### config.mk
export PLATFORM = sky130hd
export DESIGN_NAME = des_subkey_gen
export DESIGN_NICKNAME = d
export VERILOG_FILES = /design/src/rtl/des_pkg.sv /design/src/rtl/des_pc2.sv /design/src/rtl/des_subkey_gen.sv
export SDC_FILE = /design/constraint.sdc
export NUM_CORES = 1
export LEC_CHECK = 0
export CAP_MARGIN = 20
export CELL_PAD_IN_SITES_DETAIL_PLACEMENT = 0
export CELL_PAD_IN_SITES_GLOBAL_PLACEMENT = 1
export CORE_MARGIN = 2
export CORE_UTILIZATION = 44
export CTS_BUF_LIST = sky130_fd_sc_hd__clkbuf_4 sky130_fd_sc_hd__clkbuf_8 sky130_fd_sc_hd__clkbuf_16
export CTS_CLUSTER_SIZE = 25
export DETAILED_ROUTE_END_ITERATION = 10
export GPL_ROUTABILITY_DRIVEN = 0
export HOLD_SLACK_MARGIN = 0.02
export PLACE_DENSITY_LB_ADDON = 0.1
export RECOVER_POWER = 100
export SYNTH_ARGS = -nofsm -noshare
export SYNTH_HDL_FRONTEND = slang
export SYNTH_SLANG_ARGS = --single-unit
### constraint.sdc
create_clock -name clk -period 3.65 [get_ports clk]
set_input_delay 0.73 -clock clk [delete_from_list [all_inputs] [get_ports clk]]
set_output_delay 0.73 -clock clk [all_outputs]
set_load 0.005 [all_outputs]
### src/rtl/des_pkg.sv
// des_pkg -- shared constants and helpers for the DES key schedule.
//   PC1_TABLE   : 56 FIPS bit numbers (1..64) selecting C0||D0 from the key
//   PC2_TABLE   : 48 FIPS bit numbers (1..56) selecting a subkey from C||D
//   SHIFT_TABLE : left-rotation amount for each of the 16 rounds
//   state_e     : subkey generator FSM states
// Bit convention for all vectors here: [N-1:0] with the MSB holding FIPS bit 1.
package des_pkg;

  typedef enum logic [0:0] {
    ST_IDLE = 1'b0,
    ST_RUN  = 1'b1
  } state_e;

  localparam logic [5:0] PC1_TABLE [56] = '{
    6'd57, 6'd49, 6'd41, 6'd33, 6'd25, 6'd17, 6'd9,
    6'd1,  6'd58, 6'd50, 6'd42, 6'd34, 6'd26, 6'd18,
    6'd10, 6'd2,  6'd59, 6'd51, 6'd43, 6'd35, 6'd27,
    6'd19, 6'd11, 6'd3,  6'd60, 6'd52, 6'd44, 6'd36,
    6'd63, 6'd55, 6'd47, 6'd39, 6'd31, 6'd23, 6'd15,
    6'd7,  6'd62, 6'd54, 6'd46, 6'd38, 6'd30, 6'd22,
    6'd14, 6'd6,  6'd61, 6'd53, 6'd45, 6'd37, 6'd29,
    6'd21, 6'd13, 6'd5,  6'd28, 6'd20, 6'd12, 6'd4
  };

  localparam logic [5:0] PC2_TABLE [48] = '{
    6'd14, 6'd17, 6'd11, 6'd24, 6'd1,  6'd5,
    6'd3,  6'd28, 6'd15, 6'd6,  6'd21, 6'd10,
    6'd23, 6'd19, 6'd12, 6'd4,  6'd26, 6'd8,
    6'd16, 6'd7,  6'd27, 6'd20, 6'd13, 6'd2,
    6'd41, 6'd52, 6'd31, 6'd37, 6'd47, 6'd55,
    6'd30, 6'd40, 6'd51, 6'd45, 6'd33, 6'd48,
    6'd44, 6'd49, 6'd39, 6'd56, 6'd34, 6'd53,
    6'd46, 6'd42, 6'd50, 6'd36, 6'd29, 6'd32
  };

  localparam logic [1:0] SHIFT_TABLE [16] = '{
    2'd1, 2'd1, 2'd2, 2'd2, 2'd2, 2'd2, 2'd2, 2'd2,
    2'd1, 2'd2, 2'd2, 2'd2, 2'd2, 2'd2, 2'd2, 2'd1
  };

  // PC-1: parity bits (8,16,...,64) are never referenced by the table.
  function automatic logic [55:0] pc1(input logic [63:0] k);
    logic [55:0] r;
    r = 56'd0;
    for (int i = 0; i < 56; i++) begin
      r[55 - i] = k[64 - int'(PC1_TABLE[i])];
    end
    return r;
  endfunction

  function automatic logic [27:0] rotl28(input logic [27:0] x, input logic [1:0] n);
    logic [27:0] r;
    case (n)
      2'd1:    r = {x[26:0], x[27]};
      2'd2:    r = {x[25:0], x[27:26]};
      default: r = x;
    endcase
    return r;
  endfunction

  function automatic logic [27:0] rotr28(input logic [27:0] x, input logic [1:0] n);
    logic [27:0] r;
    case (n)
      2'd1:    r = {x[0], x[27:1]};
      2'd2:    r = {x[1:0], x[27:2]};
      default: r = x;
    endcase
    return r;
  endfunction

  // C and D halves always rotate by the same amount.
  function automatic logic [55:0] cd_rotl(input logic [55:0] cd, input logic [1:0] n);
    return {rotl28(cd[55:28], n), rotl28(cd[27:0], n)};
  endfunction

  function automatic logic [55:0] cd_rotr(input logic [55:0] cd, input logic [1:0] n);
    return {rotr28(cd[55:28], n), rotr28(cd[27:0], n)};
  endfunction

endpackage

### src/rtl/des_pc2.sv
// des_pc2 -- combinational PC-2 permutation.
//   cd_i     : C||D, 56 bits, MSB = FIPS bit 1
//   subkey_o : 48-bit subkey, MSB = FIPS bit 1
module des_pc2
  import des_pkg::*;
(
  input  logic [55:0] cd_i,
  output logic [47:0] subkey_o
);

  // Select the 48 subkey bits from C||D.
  always_comb begin
    subkey_o = 48'd0;
    for (int i = 0; i < 48; i++) begin
      subkey_o[47 - i] = cd_i[56 - int'(PC2_TABLE[i])];
    end
  end

endmodule

### src/rtl/des_subkey_gen.sv
// des_subkey_gen -- emits the 16 DES round subkeys for one key, one per
// handshake, in encrypt order (K1..K16) or decrypt order (K16..K1).
//   clk, rst                 : clock, asynchronous active-high reset
//   key_valid/key_ready      : key intake handshake (ready only in IDLE)
//   key [0:63], decrypt      : key in FIPS order and direction, sampled together
//   subkey_valid/subkey_ready: subkey output handshake
//   subkey [0:47]            : registered PC-2 output in FIPS order
//   round [3:0], last        : emission index, high on index 15
// CLEAR_ON_DONE = 1 wipes the C/D registers once the last subkey is taken.
module des_subkey_gen
  import des_pkg::*;
#(
  parameter bit CLEAR_ON_DONE = 1'b1
) (
  input  logic        clk,
  input  logic        rst,
  input  logic        key_valid,
  output logic        key_ready,
  input  logic [0:63] key,
  input  logic        decrypt,
  output logic        subkey_valid,
  input  logic        subkey_ready,
  output logic [0:47] subkey,
  output logic [3:0]  round,
  output logic        last
);

  state_e      state_q;
  logic [55:0] cd_q;
  logic [55:0] cd_d;
  logic        mode_q;
  logic [3:0]  round_q;
  logic        last_q;
  logic        valid_q;
  logic [47:0] subkey_q;
  logic [47:0] subkey_d;
  logic [63:0] key_s;

  assign key_s        = key;
  assign key_ready    = (state_q == ST_IDLE);
  assign subkey_valid = valid_q;
  assign subkey       = subkey_q;
  assign round        = round_q;
  assign last         = last_q;

  // cd_q always holds the C||D that produced the subkey currently on the
  // output. In IDLE the next value is the first emission of the offered key;
  // in RUN it is the following emission (right rotation walks back from C16,
  // which equals C0 because the schedule sums to 28).
  always_comb begin
    cd_d = cd_q;
    if (state_q == ST_IDLE) begin
      if (decrypt) begin
        cd_d = pc1(key_s);
      end else begin
        cd_d = cd_rotl(pc1(key_s), SHIFT_TABLE[4'd0]);
      end
    end else begin
      if (mode_q) begin
        cd_d = cd_rotr(cd_q, SHIFT_TABLE[4'd15 - round_q]);
      end else begin
        cd_d = cd_rotl(cd_q, SHIFT_TABLE[round_q + 4'd1]);
      end
    end
  end

  des_pc2 u_pc2 (
    .cd_i     (cd_d),
    .subkey_o (subkey_d)
  );

  // Control FSM plus all registered datapath state and outputs.
  always_ff @(posedge clk or posedge rst) begin
    if (rst) begin
      state_q  <= ST_IDLE;
      cd_q     <= 56'd0;
      mode_q   <= 1'b0;
      round_q  <= 4'd0;
      last_q   <= 1'b0;
      valid_q  <= 1'b0;
      subkey_q <= 48'd0;
    end else begin
      case (state_q)
        ST_IDLE: begin
          if (key_valid) begin
            cd_q     <= cd_d;
            mode_q   <= decrypt;
            subkey_q <= subkey_d;
            round_q  <= 4'd0;
            last_q   <= 1'b0;
            valid_q  <= 1'b1;
            state_q  <= ST_RUN;
          end
        end
        ST_RUN: begin
          if (valid_q && subkey_ready) begin
            if (round_q == 4'd15) begin
              state_q  <= ST_IDLE;
              valid_q  <= 1'b0;
              last_q   <= 1'b0;
              round_q  <= 4'd0;
              subkey_q <= 48'd0;
              if (CLEAR_ON_DONE) begin
                cd_q <= 56'd0;
              end else begin
                cd_q <= cd_q;
              end
            end else begin
              cd_q     <= cd_d;
              subkey_q <= subkey_d;
              round_q  <= round_q + 4'd1;
              last_q   <= (round_q == 4'd14);
            end
          end
        end
        default: begin
          state_q <= ST_IDLE;
          valid_q <= 1'b0;
        end
      endcase
    end
  end

endmodule
After elaboration in Yosys (flattened, before gate mapping)
Memories as Yosys holds them, arrays and structs flattened.
Index checks and enable logic that the tools add are counted.
{"block": "totals", "n_memories": 2, "ff_bits": 112, "output_inout_bits": 55, "mem_bits_ro": 64, "input_bits": 69, "word_cells": 64}
{"block": "op_classes", "n_bitwise": 3, "eq_ne": 9, "mux": 35, "n_reduce_logical": 4, "order_cmp": 2, "add_sub_neg": 2}
{"memory": "(name not given)", "words": 16, "width": 2, "read_ports": 1, "rd_ports_with_merged_regs": 0, "write_ports": 0, "line_no": "des_subkey_gen.sv:62", "text": "cd_d = cd_rotl(cd_q, SHIFT_TABLE[round_q + 4'd1]);"}
{"memory": "(name not given)", "words": 16, "width": 2, "read_ports": 1, "rd_ports_with_merged_regs": 0, "write_ports": 0, "line_no": "des_subkey_gen.sv:60", "text": "cd_d = cd_rotr(cd_q, SHIFT_TABLE[4'd15 - round_q]);"}
{"operator": "$mux 56", "count": 6}
{"operator": "$pmux 28 s2", "count": 4}
{"operator": "$mux 48", "count": 3}
{"operator": "$pmux 56 s2", "count": 1}
{"operator": "$pmux 48 s2", "count": 1}
{"operator": "$mux 4", "count": 3}
{"operator": "$ge 5x5->1 const B", "count": 2}
{"operator": "$not 4->5", "count": 2}
{"operator": "$mux 1", "count": 9}
{"operator": "$eq 4x4->1 const B", "count": 2}
{"operator": "$mux 2", "count": 4}
{"operator": "$pmux 4 s2", "count": 1}
{"operator": "$pmux 1 s2", "count": 3}
{"operator": "$add 4x1->4 const B", "count": 1}
{"operator": "$eq 2x1->1 const B", "count": 2}
{"operator": "$eq 2x2->1 const B", "count": 2}
{"operator": "$ne 2x1->1 const B", "count": 2}
{"operator": "$reduce_and 2->1", "count": 2}
{"operator": "$sub 4x4->4 const A", "count": 1}
{"operator": "$reduce_and 3->1", "count": 1}
{"operator": "$ne 2x2->1 const B", "count": 1}
{"operator": "$logic_and 1x1->1", "count": 1}
{"operator": "$not 1->1", "count": 1}

Longest topological paths before layout
{"block": "depth", "depth_word": 12, "ltp_mapped": 9}

Cells and area by module
A second synthesis with hierarchy kept.
{"block": "unflattened", "hier_cells": 895, "area_unflattened_um2": 8191.6}
{"module": "des_subkey_gen", "cells_per_inst": 847, "n_inst": 1, "area_each_um2": 7831.3, "seq_area_each_um2": 2802.7}
{"module": "des_pc2", "cells_per_inst": 48, "n_inst": 1, "area_each_um2": 360.3, "seq_area_each_um2": 0.0}

Least setup slack after synthesis
Ideal clock, no wire load.
{"block": "synth_path", "path_type": "input to register", "from": "input decrypt", "to": "register cd_q[37]", "cell_stages": 8, "t_required_ns": 3.517, "path_slack_ns": 1.485, "t_arrival_ns": 2.032, "path_cell_list": "clkbuf_1 -> buf_4 -> buf_2 -> mux2i_1 -> nor2_1 -> a21o_1 -> nor4b_1 -> a211oi_1"}
{"block": "synth_between", "elab_chain_cells": 5, "word_cells_on_any_way": 6, "cone_classes": "6 x mux"}
{"item": "start, declared", "line_no": "des_subkey_gen.sv:20", "text": "input logic decrypt,"}
{"item": "$mux 56 (*)", "line_no": "des_subkey_gen.sv:53", "text": "if (decrypt) begin"}
{"item": "$mux 56 (*)", "line_no": "des_subkey_gen.sv:52", "text": "if (state_q == ST_IDLE) begin"}
{"item": "$mux 56", "line_no": "des_subkey_gen.sv:97", "text": "if (round_q == 4'd15) begin"}
{"item": "$mux 56", "line_no": "des_subkey_gen.sv:96", "text": "if (valid_q && subkey_ready) begin"}
{"item": "$pmux 56 s2 (*)", "line_no": "des_subkey_gen.sv:83", "text": "case (state_q)"}
{"item": "end signal, assigned", "line_no": "des_subkey_gen.sv:106", "text": "cd_q <= cd_q;"}
{"item": "end, declared", "line_no": "des_subkey_gen.sv:29", "text": "logic [55:0] cd_q;"}
Every way passes the cells marked *; elsewhere a longest branch is shown, timed or not. The select of a mux whose other input is x is not followed.
A chain may end at the register's enable or synchronous reset.

==> out/summary.txt <==
Status: finished, final reports clean
Final hold vios: 0
Crit Path Max Fanout: 26
Initial antenna violation count: 0
Initial Util: 0.4450
Internal power: 3.168 mW
Synth warnings: 0
Core box area: 16410 um^2
DR iter-0 viols: 447
Synth async-reset ratio: 1.000
H-tree levels: 3
Max Root-Sink Buffers: 2
Wire length per cell: 19.94 um
Cells after Synth: 852
Crit path arrival time: 3.10 ns
Drt drc: 0
Vias in the first global route: 6472
TritonCTS clock tree: built
Final min period: 2.843 ns
Clk slew on worst S/H paths: 0.05 ns
Slew HR: 0.1849
Site row count: 47
Place WS: 0.9172 ns
Flops & latches, synth: 64
Post_cts resized: 0
Routed via count: 6612
Clock Sinks: 64
Die ar.: 17640 um^2
CP Launch Type: input port
Worst-Skew Late Latency: 0.34 ns
Pwr Total: 5.677 mW
Fin crit share: 0.7789
Worst-margin pin slew: 1.223 ns
Clock share of power: 0.143
Final Util: 0.5019
Mean number of vias per cell: 6.395
Synthesized cell area: 7301 um^2
Max_cap viols: 0
First-pass GRT wire length: 34280 um
Peak supply drop: 0.4060 mV
Gr ovfl total: 0
# diodes: 0
TritonRoute pass-1 iters: 5
Antenna viol nets, final: 0
Post-CTS Setup Bufs: 0
Gr usage total: 0.2354
Root buf cell: clkbuf_16
Fin. max-slew vios: 0
WL final: 20620 um
Combinational share of power: 0.582
Post-synth top area cell: mux2i_1
Final worst slack: 0.8070 ns
Post-Syn Area per Cell: 8.569 um^2
Worst hold path class: flop to flop
Cell Pwr Density: 689.4 nW/um^2
Post-synth net total: 925
Most common cell after layout, fill and taps aside: mux2i_1
Max Clk Rate: 351.7 MHz
Area share of the largest cell type after synthesis: 0.2303
Synthesis-to-layout area growth: 12.78%
Switching share of power: 0.4420
Most frequent cells in the layout: 168 x mux2i_1, 63 x dfrtp_1, 58 x a21oi_1, 58 x nor2_1, 58 x dlygate4sd3_1
Req. time, crit path: 3.91 ns
RSZ-0062 raised after global routing: false
Unique cell type count in the Yosys netlist: 36
Number of synthesized flops with an enable pin: 0
Largest net degree at the start of global routing: 115
Num ports: 124
Psw: 2.509 mW
Final HPWL DP: 12620 um
Crit path kind: input port to async pin
Main synth FF type: dfrtp_1
Fin Setup TNS: 0 ns
Skew final: 0.004274 ns
Seq pwr share: 0.275
Register area share after synthesis: 0.2194
Chip Width: 132.8 um
CTS buffer count: 9
Setup Viol. Count Final: 0
Lkg Pwr: 4.049 nW
Nets: 884
Hold slack: 0.4912 ns
Critical path capture point type: async pin
Die Height: 132.8 um
Port Buf Inserts: 115
Fraction of layout cells with a size suffix above 1: 0.04545
Hold-fix buffers at CTS: 0
Synth top area cells: mux2i_1 23%, dfrtp_1 22%, a221o_1 7.5%
[through the flow]
step           area (um^2)  cells
5_1_grt               8234   1034
3_5_place_dp          7945   1018
4_1_cts               8212   1032
3_3_place_gp          7945   1018
6_report              8234   1034
2_1_floorplan         7301    852
[registers in the layout (all words and copies together) (netlist names)]
register	flops
cd_q	55
round	4
last	1
mode_q	1
state_q	1
subkey	1
subkey_valid	1
[power by group through the flow]
stage	Sequential [mW]	Combinational [mW]	Clock, mW
finish	1.56	3.31	0.810
CTS	1.56	3.38	0.833
detailed placement	1.57	3.37	0
global placement	1.55	3.28	0
global route	1.64	3.62	0.862
floorplan	1.08	3.19	0
[final cells by class]
class                   instances  area, um^2
multi-input cells             600        4700
repair buffers                132        1373
clock buffers                  13       261.5
inverters                       4       15.01
fillers                      1540        8173
flip-flops and latches         64        1605
well taps                     220       275.3
clock inverters                 1       5.005
[cells in the mapped netlist (3+ instances only)]
cell type,instances
mux2i_1,168
clkbuf_1,106
dfrtp_1,64
nor2_1,58
a21oi_1,57
a211oi_1,56
nor4_1,56
a221o_1,55
nor4b_1,55
a21o_1,54
buf_4,53
buf_2,15
nand2_1,7
o21ai_0,7
buf_12,4
ha_1,4
inv_1,4
nand2b_1,4
nand3_1,4
buf_6,3
[final timing paths]
path	start	endpoint	depth (start not counted)	slack, ns
min in group asynchronous	rst	cd_q[49]	2	1.15
max	rst	cd_q[39]	3	0.81
max reg2reg	round[2]	cd_q[30]	5	1.16
min	last	last	2	0.49
min reg2reg	last	last	2	0.49
max in group clk	key_valid	cd_q[43]	7	0.97
[cell families after synthesis]
kind of cell	Yosys count	synth area share
and+or+nand+nor	191	0.1599
buffers and inverters	188	0.1395
DFF	64	0.2194
AOI/OAI and AO/OA	235	0.2394
muxes	170	0.2350
adders and majority gates	4	0.006855
[per-layer routing]
metal / vias to the layer above / share of wire / global-route usage
met2: 146 / 0.47 / 0.3889
met5: - / 0 / 0
li1: 3146 / - / -
met3: 13 / 0.035 / 0.03755
met4: 0 / 0.0096 / 0.04659
met1: 3307 / 0.48 / 0.3269
[worst max-delay path: stages]
cell	delay (ns)
dlygate4sd3_1	0.53
inv_1	0.84
clkbuf_1	0.97
Note: power is estimated with default switching activity, not from simulation.
